==> src/rtl/map_update_arbiter.sv <==
// map_update_arbiter
// Merges tile-destruction requests from the two tanks into the single write
// port of the shared 20x15 map RAM. Each tank owns a small FIFO; a round-robin
// arbiter picks a FIFO head and runs a read-modify-write applying the tile
// damage rules (brick 2->0, steel 5->6, cracked steel 6->0).
// Optional build macro: MAP_ARB_DUP_FILTER_EN
//   Simultaneous identical hits from both tanks are enqueued once (FIFO 0),
//   and a push equal to the current tail of its own FIFO is dropped silently.
module map_update_arbiter #(
  parameter int FIFO_DEPTH = 4,
  parameter int MAP_TILES  = 300
) (
  input  logic       frame_clk,
  input  logic       Reset,
  input  logic       round_clr,
  input  logic [8:0] req0_idx,
  input  logic [8:0] req1_idx,
  output logic [8:0] ram_addr,
  output logic       ram_rd_en,
  input  logic [2:0] ram_rdata,
  output logic       ram_we,
  output logic [2:0] ram_wdata,
  output logic       busy,
  output logic       ovf0,
  output logic       ovf1,
  output logic       last_grant
);

  localparam int PTR_W = (FIFO_DEPTH > 1) ? $clog2(FIFO_DEPTH) : 1;
  localparam int CNT_W = PTR_W + 1;
  localparam logic [CNT_W-1:0] FULL_CNT   = CNT_W'(FIFO_DEPTH);
  localparam logic [9:0]       TILE_LIMIT = 10'(MAP_TILES);

  typedef enum logic [1:0] {
    ST_IDLE = 2'd0,
    ST_RD   = 2'd1,
    ST_MOD  = 2'd2,
    ST_WR   = 2'd3
  } state_t;

  // Tile damage rule: codes not listed are indestructible and stay unchanged.
  function automatic logic [2:0] tile_damage(input logic [2:0] code);
    logic [2:0] res;
    case (code)
      3'd2:    res = 3'd0;
      3'd5:    res = 3'd6;
      3'd6:    res = 3'd0;
      default: res = code;
    endcase
    return res;
  endfunction

  // FIFO storage and bookkeeping, index 0 = tank 0, index 1 = tank 1
  logic [8:0]       mem_r    [2][FIFO_DEPTH];
  logic [PTR_W-1:0] wr_ptr_r [2];
  logic [PTR_W-1:0] rd_ptr_r [2];
  logic [CNT_W-1:0] cnt_r    [2];
  logic [1:0]       ovf_r;

  state_t     state_r;
  logic [8:0] addr_r;

  logic [8:0] req_idx_s [2];
  logic [1:0] want_s;
  logic [1:0] push_s;
  logic [1:0] pop_s;
  logic [1:0] drop_s;
  logic [1:0] full_s;
  logic [1:0] ne_s;
  logic       grant_s;
  logic       take_s;
  logic [8:0] head_s;
  logic [2:0] new_code_s;
  logic       code_chg_s;

  // Request qualification, round-robin grant and FIFO push/pop decisions
  always_comb begin
    req_idx_s[0] = req0_idx;
    req_idx_s[1] = req1_idx;
    for (int n = 0; n < 2; n++) begin
      ne_s[n]   = (cnt_r[n] != {CNT_W{1'b0}});
      full_s[n] = (cnt_r[n] == FULL_CNT);
      want_s[n] = (req_idx_s[n] != 9'd0) && ({1'b0, req_idx_s[n]} < TILE_LIMIT) && !round_clr;
    end
`ifdef MAP_ARB_DUP_FILTER_EN
    // A simultaneous double hit on one tile counts once, via FIFO 0.
    if (want_s[0] && want_s[1] && (req0_idx == req1_idx)) begin
      want_s[1] = 1'b0;
    end else begin
      want_s[1] = want_s[1];
    end
    // A repeat of the newest queued index adds nothing; drop it quietly.
    for (int n = 0; n < 2; n++) begin
      if (ne_s[n] && (req_idx_s[n] == mem_r[n][wr_ptr_r[n] - PTR_W'(1)])) begin
        want_s[n] = 1'b0;
      end else begin
        want_s[n] = want_s[n];
      end
    end
`endif
    if (ne_s[0] && ne_s[1]) begin
      grant_s = ~last_grant;
    end else begin
      grant_s = ne_s[1];
    end
    take_s   = (state_r == ST_IDLE) && (ne_s != 2'b00) && !round_clr;
    pop_s[0] = take_s && !grant_s;
    pop_s[1] = take_s && grant_s;
    for (int n = 0; n < 2; n++) begin
      // A full FIFO that pops in the same cycle still has room.
      push_s[n] = want_s[n] && (!full_s[n] || pop_s[n]);
      drop_s[n] = want_s[n] && full_s[n] && !pop_s[n];
    end
    head_s     = mem_r[grant_s][rd_ptr_r[grant_s]];
    new_code_s = tile_damage(ram_rdata);
    code_chg_s = (new_code_s != ram_rdata);
  end

  // FIFO payload storage; contents are only meaningful below the count
  always_ff @(posedge frame_clk) begin
    for (int n = 0; n < 2; n++) begin
      if (push_s[n]) begin
        mem_r[n][wr_ptr_r[n]] <= req_idx_s[n];
      end
    end
  end

  // FIFO pointers, occupancy counts and sticky overflow flags
  always_ff @(posedge frame_clk or posedge Reset) begin
    if (Reset) begin
      for (int n = 0; n < 2; n++) begin
        wr_ptr_r[n] <= {PTR_W{1'b0}};
        rd_ptr_r[n] <= {PTR_W{1'b0}};
        cnt_r[n]    <= {CNT_W{1'b0}};
      end
      ovf_r <= 2'b00;
    end else if (round_clr) begin
      for (int n = 0; n < 2; n++) begin
        wr_ptr_r[n] <= {PTR_W{1'b0}};
        rd_ptr_r[n] <= {PTR_W{1'b0}};
        cnt_r[n]    <= {CNT_W{1'b0}};
      end
      ovf_r <= 2'b00;
    end else begin
      for (int n = 0; n < 2; n++) begin
        if (push_s[n]) begin
          wr_ptr_r[n] <= wr_ptr_r[n] + PTR_W'(1);
        end
        if (pop_s[n]) begin
          rd_ptr_r[n] <= rd_ptr_r[n] + PTR_W'(1);
        end
        case ({push_s[n], pop_s[n]})
          2'b10:   cnt_r[n] <= cnt_r[n] + CNT_W'(1);
          2'b01:   cnt_r[n] <= cnt_r[n] - CNT_W'(1);
          default: cnt_r[n] <= cnt_r[n];
        endcase
      end
      ovf_r <= ovf_r | drop_s;
    end
  end

  // Read-modify-write sequencer driving the registered RAM interface
  always_ff @(posedge frame_clk or posedge Reset) begin
    if (Reset) begin
      state_r    <= ST_IDLE;
      addr_r     <= 9'd0;
      ram_addr   <= 9'd0;
      ram_rd_en  <= 1'b0;
      ram_we     <= 1'b0;
      ram_wdata  <= 3'd0;
      last_grant <= 1'b1;
    end else if (round_clr) begin
      // Abort whatever is in flight; address and grant history are kept.
      state_r   <= ST_IDLE;
      ram_rd_en <= 1'b0;
      ram_we    <= 1'b0;
    end else begin
      case (state_r)
        ST_IDLE: begin
          ram_we <= 1'b0;
          if (take_s) begin
            addr_r     <= head_s;
            ram_addr   <= head_s;
            ram_rd_en  <= 1'b1;
            last_grant <= grant_s;
            state_r    <= ST_RD;
          end
        end
        ST_RD: begin
          ram_rd_en <= 1'b0;
          state_r   <= ST_MOD;
        end
        ST_MOD: begin
          ram_addr <= addr_r;
          if (code_chg_s) begin
            ram_we    <= 1'b1;
            ram_wdata <= new_code_s;
          end else begin
            ram_we <= 1'b0;
          end
          state_r <= ST_WR;
        end
        ST_WR: begin
          ram_we  <= 1'b0;
          state_r <= ST_IDLE;
        end
        default: begin
          ram_rd_en <= 1'b0;
          ram_we    <= 1'b0;
          state_r   <= ST_IDLE;
        end
      endcase
    end
  end

  assign busy = (state_r != ST_IDLE) || (cnt_r[0] != {CNT_W{1'b0}}) || (cnt_r[1] != {CNT_W{1'b0}});
  assign ovf0 = ovf_r[0];
  assign ovf1 = ovf_r[1];

endmodule
==> config.mk <==
export PLATFORM = sky130hd
export DESIGN_NAME = map_update_arbiter
export DESIGN_NICKNAME = d
export VERILOG_FILES = /design/src/rtl/map_update_arbiter.sv
export SDC_FILE = /design/constraint.sdc
export NUM_CORES = 1
export LEC_CHECK = 0
export ABC_CLOCK_PERIOD_IN_PS = 3400
export CORE_UTILIZATION = 45
export CTS_CLUSTER_DIAMETER = 60
export DETAILED_ROUTE_END_ITERATION = 16
export SLEW_MARGIN = 20
export SYNTH_ARGS = -nofsm -noshare
export SYNTH_HDL_FRONTEND = slang
export SYNTH_SLANG_ARGS = --single-unit
==> constraint.sdc <==
create_clock -name frame_clk -period 3.4 [get_ports frame_clk]
set_clock_uncertainty 0.15 [all_clocks]
set_input_delay 0.68 -clock frame_clk [delete_from_list [all_inputs] [get_ports frame_clk]]
set_output_delay 0.68 -clock frame_clk [all_outputs]
set_load 0.01 [all_outputs]
# Yosys cells after proc, flatten, opt, wreduce, memory -nomap -nowiden
# Memories as Yosys holds them, arrays and structs flattened.
# Cells that the tools add are included.
[totals] memories=1 output_inout_bits=18 input_bits=24 ramBits=72 ff_bits=42
[classes] eq_ne=15 mux=37 add_sub_neg=8 bitwise_logic=7 n_lt_le_gt_ge=8 n_reduce_logical=49
[memory_table] name="mem_r" depth=2 width=36 read_ports=1 rd_clocked_by_memory_dff=0 wr=2 line="54" text="logic [8:0] mem_r [2][FIFO_DEPTH];"
[ops] cell="$mux W36" n=2
[ops] cell="$mux W9" n=5
[ops] cell="$demux W9 S2" n=2
[ops] cell="$mux W2" n=10
[ops] cell="$bmux W9 S2" n=1
[ops] cell="$lt A9 B9 Y1 const B" n=2
[ops] cell="$pmux W3 S2" n=3
[ops] cell="$pmux W9 S2" n=1
[ops] cell="$reduce_bool A3 Y1" n=6
[ops] cell="$reduce_bool A9 Y1" n=2
[ops] cell="$logic_and A1 B1 Y1" n=17
[ops] cell="$reduce_bool A2 Y1" n=7
[ops] cell="$eq A3 B3 Y1 const B" n=4
[ops] cell="$ge A3 B3 Y1 const B" n=3
[ops] cell="$not A2 Y3" n=3
[ops] cell="$reduce_and A3 Y1" n=3
[ops] cell="$add A2 B1 Y2 const B" n=4
[ops] cell="$eq A2 B2 Y1 const B" n=4
[ops] cell="$mux W4" n=2
[ops] cell="$pmux W2 S4" n=1
[ops] cell="$mux W1" n=7
[ops] cell="$add A3 B1 Y3 const B" n=2
[ops] cell="$eq A2 B1 Y1 const B" n=3
[ops] cell="$logic_not A1 Y1" n=6
[ops] cell="other kinds (16)" n=24

# Logic depth before layout (Yosys ltp)
# Gate-level depths: netlist (run 1).
[logic_depth] depth_word=13 depth_mapped=9 ltp_nobuf=9

# Least setup slack after synthesis (run 1)
# Ideal clock, no wire load.
[synth_timing] path_kind="input-to-reg" startpoint="input port req0_idx[4]" endpoint="register cnt_r[5] (netlist bit)" path_stages=8 t_arrival_ns=2.288 setup_slack_ns=0.894 n_path_buf=0 path_cell_list="a211o_1 -> o21ai_0 -> and2_0 -> nor2_1 -> fa_1 -> nor4_1 -> mux2i_1 -> nand3_1"
[synth_via] elab_chain_len=7 elab_cells_between_ends=10 cone_classes="order compare (1); eq/ne (2); mux (2); reduce/logical (5)"
[synth_lines] element="start: declaration" line="16" text="input logic [8:0] req0_idx,"
[synth_lines] element="$lt A9 B9 Y1 or $reduce_bool A9 Y1 (tied branches)" line="83" text="want_s[n] = (req_idx_s[n] != 9'd0) && ({1'b0, req_idx_s[n]} < TILE_LIMIT) && !round_clr;"
[synth_lines] element="$logic_and A1 B1 Y1 * (2 in a row)" line="83"
[synth_lines] element="$logic_and A1 B1 Y1 *" line="111" text="push_s[n] = want_s[n] && (!full_s[n] || pop_s[n]);"
[synth_lines] element="$eq A2 B1 Y1 or $eq A2 B2 Y1 (tied branches)" line="152" text="case ({push_s[n], pop_s[n]})"
[synth_lines] element="$pmux W3 S2" line="152"
[synth_lines] element="$mux W6" line="137" text="end else if (round_clr) begin"
[synth_lines] element="end signal: indexed assignment" line="153" text="2'b10: cnt_r[n] <= cnt_r[n] + CNT_W'(1);"
[synth_lines] element="end signal: indexed assignment" line="154" text="2'b01: cnt_r[n] <= cnt_r[n] - CNT_W'(1);"
[synth_lines] element="end signal: indexed assignment" line="155" text="default: cnt_r[n] <= cnt_r[n];"
[synth_lines] element="end: declaration" line="57" text="logic [CNT_W-1:0] cnt_r [2];"
# Mark *: on every way between the ends. The rest lies on a longest branch, timed or not.
# A chain may end at the register's enable or synchronous reset.

# Worst setup path after layout (run 1)
[layout_timing] startpoint="register cnt_r[0] (netlist bit)" endpoint="output port busy"
[layout_via] elab_chain_len=2
[layout_lines] element="start signal: indexed assignment" line="134" text="cnt_r[n] <= {CNT_W{1'b0}};"
[layout_lines] element="start signal: indexed assignment" line="141" text="cnt_r[n] <= {CNT_W{1'b0}};"
[layout_lines] element="start signal: indexed assignment" line="153"
[layout_lines] element="$reduce_bool A3 Y1" line="216" text="assign busy = (state_r != ST_IDLE) || (cnt_r[0] != {CNT_W{1'b0}}) || (cnt_r[1] != {CNT_W{1'b0}});"
[layout_lines] element="$logic_or A1 B1 Y1" line="216"
[layout_lines] element="end: declaration" line="23" text="output logic busy,"
# Every way passes these cells.

==> impl_metrics.tcl, run 1 <==
set metrics [dict create \
    powerDensity_nw_per_um2 833 \
    rows 38 \
    die_w_um 109 \
    path_delay_family "simple AND/OR/NAND/NOR gates" \
    start_util 0.468 \
    relSlewSlack 0.387 \
    clock_path_buffers 2 \
    seq_area_frac_synth 0.626 \
    cts_sinks 114 \
    areaGrowthSynthToFinish_pct 23.6 \
    grt_usage 0.195 \
    synth_cell_types 54 \
    wl_mm 10.3 \
    synth-edff-count 72 \
    ys_seq_elements 114 \
    synthFlopType "edfxtp_1" \
    grt_first_pass_wirelength_mm 16.3 \
    start_kind "flop" \
    via_per_inst 5.36 \
    hold_class "flop to flop" \
    path_clk_slew_ps 50 \
    dieHeight_um 109 \
    power_w 0.00529 \
    setup_ws_ps 448 \
    cts_tree "built" \
    crit_arrival_ps 2120 \
    cp_slowest_stage_delay_ps 500 \
    clock_latency_ps 420 \
    setup_tns_ps 0 \
    io_buffers 41 \
    rsz0062_at_grt "false" \
    worst_slew_pin_slew_ps 918 \
    pre_cts_slack_ps 264 \
    cp-end-kind "primary output" \
    synthArstFlopShare 0.368 \
    num_vias 3010 \
    crit_type "flop to primary output" \
    worstPathCellList "or3_1, nor2_4, nand2_2, clkdlybuf4s50_1" \
    critPathBufInv 1 \
    cts_buffers 17 \
    post_drt_wl_per_cell_um 18.3 \
    boundaryPins 42 \
    slew_viol_final 0 \
    final_hold_viol_count 0 \
    cts_setup_buffers 0 \
    holdBufCountCts 0 \
    final-instance-count-excl-fill 562 \
    place_inst 530 \
    htree_num_levels 4 \
    ctsResizeCount 0 \
    drcViolationCount 0 \
    fin_area_um2 6350 \
    mostFrequentLayoutCells "72 x edfxtp_1, 41 x dfrtp_1, 41 x clkdlybuf4s50_1" \
    clockRootBuffer "clkbuf_16" \
    ys_warn_count 0 \
    final_common_cell "edfxtp_1" \
    postPlaceCellArea_um2 5740 \
    drt_iter0_drc 172 \
    ant_nets 0 \
    finalSetupViolCount 0 \
    drt_pass1_iterations 5 \
    leakagePower_nw 2.43 \
    grt_max_degree 43 \
    die_area_um2 11800 \
    status "completed" \
    period_share 0.868 \
    n_antenna_cell 0 \
    fmaxAchievable_mhz 339 \
    nets 446 \
    hpwl_mm 6.95 \
    required_ps 2570 \
    fin_crit_ps 2950 \
    cap_violations 0 \
    peakVddDrop_v 0.000549 \
    synth_cells 350 \
    grt_overflow 0 \
    grt_antenna_before_repair 0 \
    avgSynthCellArea_um2 14.7 \
    syn-num-nets 387 \
    crit_slowest_cell "or3_1" \
    grt_pass1_vias 3059 \
    layout-drive-gt1-share 0.201 \
    critPathMaxFanout 6 \
    gp_congestion 0.735 \
    fillers 848 \
    netlist_area_um2 5130 \
    core_um2 11000 \
]
==> cells by family after synthesis <==
| group | after synthesis | synth area share |
|---|---|---|
| compound gates | 59 | 0.0782 |
| xor+xnor | 4 | 0.00682 |
| fa+ha+maj | 13 | 0.0346 |
| buf+inv | 28 | 0.0239 |
| flops | 114 | 0.626 |
| mux | 46 | 0.145 |
| simple gates | 86 | 0.0855 |
==> per-stage QoR <==
| stage | hold slack, ps | utilization |
|---|---|---|
| floorplan | 345 | - |
| global placement | 335 | 0.523 |
| detailed placement | 342 | 0.523 |
| CTS | 365 | 0.578 |
| global route | 375 | 0.578 |
| finish | 360 | 0.578 |
==> synth_stat cells (2+ instances only) <==
library cell,number,area share
edfxtp_1,72,0.42
dfrtp_1,41,0.20
nor2_1,27,0.020
mux4_2,19,0.083
nand2_1,19,0.014
o21ai_0,19,0.019
mux2i_1,17,0.033
a21oi_1,15,0.015
inv_1,15,0.011
ha_1,11,0.027
and2_1,9,0.011
mux2_4,9,0.026
nand3_1,7,0.0068
clkbuf_1,6,0.0044
a31oi_1,5,0.0061
nor4_1,4,0.0049
and3_1,3,0.0037
nor3_1,3,0.0029
xnor2_1,3,0.0051
a211o_1,2,0.0034
a211oi_1,2,0.0029
a31o_2,2,0.0034
buf_1,2,0.0015
buf_2,2,0.0019
buf_6,2,0.0044
fa_1,2,0.0078
nand2_2,2,0.0024
o211a_1,2,0.0039
o211ai_1,2,0.0029
or3_1,2,0.0024
==> cell type report <==
type | instances | area [um2] | area share
clock buffer | 22 | 474 | 0.0747
clock inverter | 10 | 133 | 0.0209
inverter | 16 | 60.1 | 0.00946
multi-input combinational | 208 | 1800 | 0.283
sequential | 114 | 3210 | 0.506
tap | 140 | 175 | 0.0276
timing repair buffer | 52 | 493 | 0.0777
==> worst register-to-register path, delay by kind of cell, from the launching register on <==
family,cells,cell delay (ps)
adders and majority gates,1,250
DFF,1,400
AOI/OAI and AO/OA,1,120
and+or+nand+nor,4,960
buffers and inverters,2,300
==> layer usage <==
| layer | global-route usage | share of wire |
|---|---|---|
| met1 | 0.240 | 0.45 |
| met2 | 0.314 | 0.50 |
| met3 | 0.0669 | 0.036 |
| met4 | 0.0811 | 0.016 |
| met5 | 0 | 0 |
==> state kept, by name, indices dropped and copies added (netlist names), 2 cells and up <==
name / flops
addr_r: 9
cnt_r: 6
mem_r: 72
ovf_r: 2
ram_addr: 9
ram_wdata: 3
rd_ptr_r: 4
state_r: 2
wr_ptr_r: 4
==> final timing paths <==
check	from	to	slack [ps]	cells after the start
max	cnt_r[0]	busy	450	4
max reg2reg	state_r[0]	mem_r[0][31]	910	8
min	ram_addr[1]	ram_addr[1]	360	1
max in group asynchronous	Reset	addr_r[2]	1880	2
min in group asynchronous	Reset	cnt_r[3]	630	2
min reg2reg	ram_addr[1]	ram_addr[1]	360	1
==> report_power, final <==
| group | leakage [nW] | switching (W) | total, W | internal [W] |
|---|---|---|---|---|
| registers | 1.17 | 0.000224 | 0.00195 | 0.00173 |
| logic | 0.972 | 0.000754 | 0.00152 | 0.000770 |
| clock network | 0.292 | 0.000607 | 0.00181 | 0.00120 |
Power figures use the tool's default switching activity.
==> run 2, diff against run 1 <==
Settings changed: CORE_MARGIN from default to 2.
==> run 2 against run 1 <==
Effect of this change: combinational power barely moved; critical path depth did not move; die area rose by 3.7%; wire length is 0.44% lower; non-clock buffer count grew 2; utilization decreased by 1.4 points; sequential cell count unchanged; highest routed layer unchanged.
==> impl_metrics.tcl, run 2 (synthesis results as in run 1) <==
set metrics [dict create \
    path_clk_slew_ps 50 \
    cap_violations 0 \
    die_w_um 111 \
    peakVddDrop_v 0.000632 \
    htree_num_levels 4 \
    rows 39 \
    via_per_inst 5.35 \
    dieHeight_um 111 \
    largest_reg_flops 72 \
    io_buffers 41 \
    setup_tns_ps 0 \
    rrSetupSlack_ps 920 \
    cts_sinks 114 \
    grt_antenna_before_repair 0 \
    grt_pass1_vias 3229 \
    final_common_cell "edfxtp_1" \
    start_util 0.456 \
    final_hold_viol_count 0 \
    cp-end-kind "primary output" \
    clock_latency_ps 400 \
    mostFrequentLayoutCells "72 x edfxtp_1, 41 x dfrtp_1, 41 x clkdlybuf4s50_1" \
    clock_path_buffers 2 \
    fin_crit_ps 2950 \
    leakagePower_nw 2.45 \
    grt_usage 0.180 \
    hold_class "flop to flop" \
    slew_viol_final 0 \
    cts_setup_buffers 0 \
    powerDensity_nw_per_um2 827 \
    pre_cts_slack_ps 262 \
    rsz0062_at_grt "false" \
    holdBufCountCts 0 \
    finalSetupViolCount 0 \
    ctsResizeCount 0 \
    core_um2 11300 \
    gp_congestion 0.809 \
    relSlewSlack 0.517 \
    nets 448 \
    final_util 0.564 \
    period_share 0.868 \
    cts_buffers 17 \
    layout-drive-gt1-share 0.198 \
    drt_iter0_drc 177 \
    ant_nets 0 \
    grt_first_pass_wirelength_mm 16.8 \
    worst_slew_pin_slew_ps 724 \
    hpwl_mm 7.08 \
    drcViolationCount 0 \
    crit_arrival_ps 2120 \
    fmaxAchievable_mhz 339 \
    required_ps 2570 \
    areaGrowthSynthToFinish_pct 23.8 \
    critPathMaxFanout 6 \
    clockRootBuffer "clkbuf_16" \
    setup_ws_ps 447 \
    cts_tree "built" \
    boundaryPins 42 \
    drt_pass1_iterations 4 \
    die_area_um2 12300 \
    grt_max_degree 22 \
    crit_type "flop to primary output" \
    wl_mm 10.2 \
    status "completed" \
    n_antenna_cell 0 \
    start_kind "flop" \
    post_drt_wl_per_cell_um 18.0 \
    grt_overflow 0 \
    num_vias 3031 \
]
==> run 2: cell types whose count changed in the layout (fill, tap and decap cells not counted), sizes merged <==
cell	change
clkinv	+6
clkbuf	-4
clkinvlp	-3
buf	+2
bufinv	+1
==> run 2: worst paths after layout <==
path / end / start / depth (start not counted)
max reg2reg: mem_r[0][29] / state_r[0] / 8
min reg2reg: ovf_r[0] / ovf_r[0] / 2
min: ovf_r[0] / ovf_r[0] / 2
max in group asynchronous: last_grant / Reset / 3
max: busy / cnt_r[0] / 4
min in group asynchronous: ram_addr[0] / Reset / 2
==> run 2: cell type report <==
cell class              count  area, um2
fillers                   905       4910
flip-flops and latches    114       3210
multi-input cells         208       1800
repair buffers             54        508
clock buffers              18        429
well taps                 143        179
clock inverters            14        169
inverters                  16       60.1
==> run 2: where the power goes <==
group          switching, W  total, W  leakage, nW  internal, W
Combinational      0.000746   0.00152        0.982     0.000771
Sequential         0.000226   0.00195         1.17      0.00173
Clock              0.000579   0.00178        0.297      0.00121
Total               0.00155   0.00526         2.45      0.00371
==> run 2: critical path: stages (launching register included) <==
cell and delay (ps):
dfrtp_1 460, or3_1 510, nor2_4 150, nand2_2 90, clkdlybuf4s50_1 500
==> run 2: metal layers <==
metal  track usage  wire (um)
met4        0.0508         79
met5             0          0
met3        0.0585        458
met2         0.293       5120
met1         0.233       4550
==> run 2: stage by stage <==
stage | total power, W | std cells | area (um2) | hold WS (ps)
2_1_floorplan | 0.00305 | 350 | 5130 | 345
3_3_place_gp | 0.00347 | 535 | 5760 | 347
3_5_place_dp | 0.00351 | 535 | 5760 | 348
4_1_cts | 0.00531 | 567 | 6360 | 364
5_1_grt | 0.00556 | 567 | 6360 | 384
6_report | 0.00526 | 567 | 6360 | 355
==> run 3, diff against run 2 <==
Settings changed: ABC_AREA from default to 1, CTS_CLUSTER_SIZE from default to 8.
==> run 3 against run 2 <==
Effect of this change: sequential power is 3% lower; critical endpoint unchanged; final cell count is 43% higher; register-to-register slack worse by 300 ps; wire length is 17% higher; worst hold slack worse by 30 ps; combinational power is 72% higher; maximum frequency is 0.82% lower; critical path type unchanged; highest routed layer unchanged; non-clock buffer count is 3 higher; largest power group is now combinational logic.
==> impl_metrics.tcl, run 3 <==
set metrics [dict create \
    cp-end-kind "primary output" \
    grt_first_pass_wirelength_mm 19.3 \
    drt_iter0_drc 435 \
    ys_warn_count 0 \
    crit_cells 7 \
    relSlewSlack 0.684 \
    grt_pass1_vias 3701 \
    cts_tree "built" \
    place_inst 778 \
    layout-drive-gt1-share 0.103 \
    rsz0062_at_grt "false" \
    required_ps 2570 \
    syn-num-nets 630 \
    worst_path_most_repeated_cell "inv_1" \
    holdBufCountCts 0 \
    rows 40 \
    boundaryPins 42 \
    grt_antenna_before_repair 0 \
    cts_buffers 17 \
    cap_violations 0 \
    netlist_area_um2 5540 \
    yosysTopAreaCellShare 0.390 \
    critPathLaunch "cnt_r[0]" \
    io_buffers 41 \
    hold_class "flop to flop" \
    synthArstFlopShare 0.368 \
    leakagePower_nw 3.06 \
    largest_reg_flops 72 \
    cts_setup_buffers 0 \
    synth_cells 593 \
    peakVddDrop_v 0.000354 \
    drt_pass1_iterations 5 \
    cp_slowest_stage_delay_ps 480 \
    wl_mm 12.0 \
    pre_cts_slack_ps 326 \
    crit_arrival_ps 2150 \
    status "completed" \
    worst_slew_pin_slew_ps 471 \
    core_um2 12000 \
    ctsResizeCount 0 \
    finalSetupViolCount 0 \
    die_area_um2 13200 \
    final_hold_viol_count 0 \
    post_drt_wl_per_cell_um 14.8 \
    dieHeight_um 115 \
    critPathMaxFanout 27 \
    ant_nets 0 \
    yosys.area.top_type "edfxtp_1" \
    path_clk_slew_ps 50 \
    drcViolationCount 0 \
    clock_path_buffers 2 \
    reg2reg_to "cnt_r[2]" \
    min_from "ram_addr[5]" \
    grt_overflow 0 \
    n_antenna_cell 0 \
    ys_seq_elements 114 \
    setup_ws_ps 423 \
    slew_viol_final 0 \
    die_w_um 115 \
    worstPathCellList "nor2_2, nand2_4, nor2_4, inv_1, nor2_1, inv_1, clkdlybuf4s50_1" \
    areaGrowthSynthToFinish_pct 21.0 \
    crit_slowest_cell "clkdlybuf4s50_1" \
    post_synth_most_frequent_cells "182 x nand2_1, 80 x inv_1, 72 x edfxtp_1" \
    period_share 0.876 \
    critPathCapture "busy" \
    cts_sinks 114 \
    crit_type "flop to primary output" \
    avgSynthCellArea_um2 9.34 \
    start_kind "flop" \
    hpwl_mm 8.57 \
    start_util 0.461 \
    final_common_cell "nand2_1" \
    via_per_inst 4.95 \
    path_delay_family "simple AND/OR/NAND/NOR gates" \
    fmaxAchievable_mhz 336 \
    worst_r2r_path_depth 14 \
    yosysMostFrequentCell "nand2_1" \
    r2r-start "cnt_r[0]" \
    grt_max_degree 46 \
    critPathBufInv 3 \
    wirelength_met1_mm 6.06 \
    grt_usage 0.195 \
    nets 687 \
    seq_area_frac_synth 0.580 \
    synth-edff-count 72 \
    top_layer "met4" \
    mostFrequentLayoutCells "182 x nand2_1, 79 x inv_1, 72 x edfxtp_1" \
    gp_congestion 0.826 \
    clockRootBuffer "clkbuf_16" \
    htree_num_levels 4 \
    fin_crit_ps 2980 \
    synthFlopType "edfxtp_1" \
    ys_top_cells_by_area "edfxtp_1 39%, dfrtp_1 19%, nand2_1 12%, nand3_1 5.9%, inv_1 5.4%" \
    synth_cell_types 35 \
    final-instance-count-excl-fill 810 \
    dr_wl_met3_um 582 \
    wl_met2_mm 5.17 \
    num_vias 4011 \
    powerDensity_nw_per_um2 924 \
    setup_tns_ps 0 \
    clock_latency_ps 410 \
    rrSetupSlack_ps 620 \
]
==> run 3: changes by cell type in the layout (fill, tap and decap cells not counted), moves of 14 or more <==
cell,change
o21ai_1,+17
inv_1,+65
mux2i_1,-17
nand2_1,+163
nand3b_1,+14
mux4_2,-19
nand3_1,+58
==> run 3: kinds of logic (layout without fill, tap and decap cells) <==
kind of cell	Yosys count	after routing	share of synthesized area
AOI/OAI and AO/OA	43	43	0.0425
DFF	114	114	0.580
adders and majority gates	13	13	0.0321
buffers and inverters	103	173	0.0804
and+or+nand+nor	317	317	0.260
xor gates and xnor gates	3	3	0.00474
==> run 3: final cells by class <==
cell class,count,area (um2)
timing repair buffer,57,531
multi-input combinational,376,1880
tap,147,184
clock buffer,18,429
fill,1088,5310
inverter,84,323
clock inverter,14,141
sequential,114,3210
==> run 3: per-stage QoR <==
stage / hold WS, ps / total power (W) / area (um2) / util
global route: 343 / 0.00667 / 6700 / 0.558
CTS: 328 / 0.00622 / 6700 / 0.558
detailed placement: 314 / 0.00451 / 6130 / 0.510
finish: 325 / 0.00620 / 6700 / 0.558
global placement: 309 / 0.00447 / 6130 / 0.510
floorplan: 332 / 0.00388 / 5540 / -
==> run 3: how the worst min path moves through the flow <==
stage,to,slack [ps],cells after the start
2_1_floorplan,rd_ptr_r[0],330,2
3_3_place_gp,ram_wdata[1],310,2
3_5_place_dp,ram_addr[4],310,2
4_1_cts,ram_wdata[1],330,2
5_1_grt,ram_addr[4],340,2
6_report,ram_addr[5],320,2
==> run 3: routing by layer <==
metal	track usage	vias to the layer above
met5	0	-
met4	0.0659	0
met3	0.0522	13
met2	0.283	109
met1	0.285	1854
li1	-	2035
==> run 3: where the power goes <==
group / total (W) / leakage [nW] / internal, W / switching, W
clock network: 0.00169 / 0.263 / 0.00107 / 0.000623
registers: 0.00189 / 1.19 / 0.00175 / 0.000141
logic: 0.00261 / 1.60 / 0.000903 / 0.00171
==> run 3: worst min-delay path, stage by stage, from the launching register on <==
cell and delay [ps]:
dfrtp_1 340, nand2_1 50, nand2_1 50
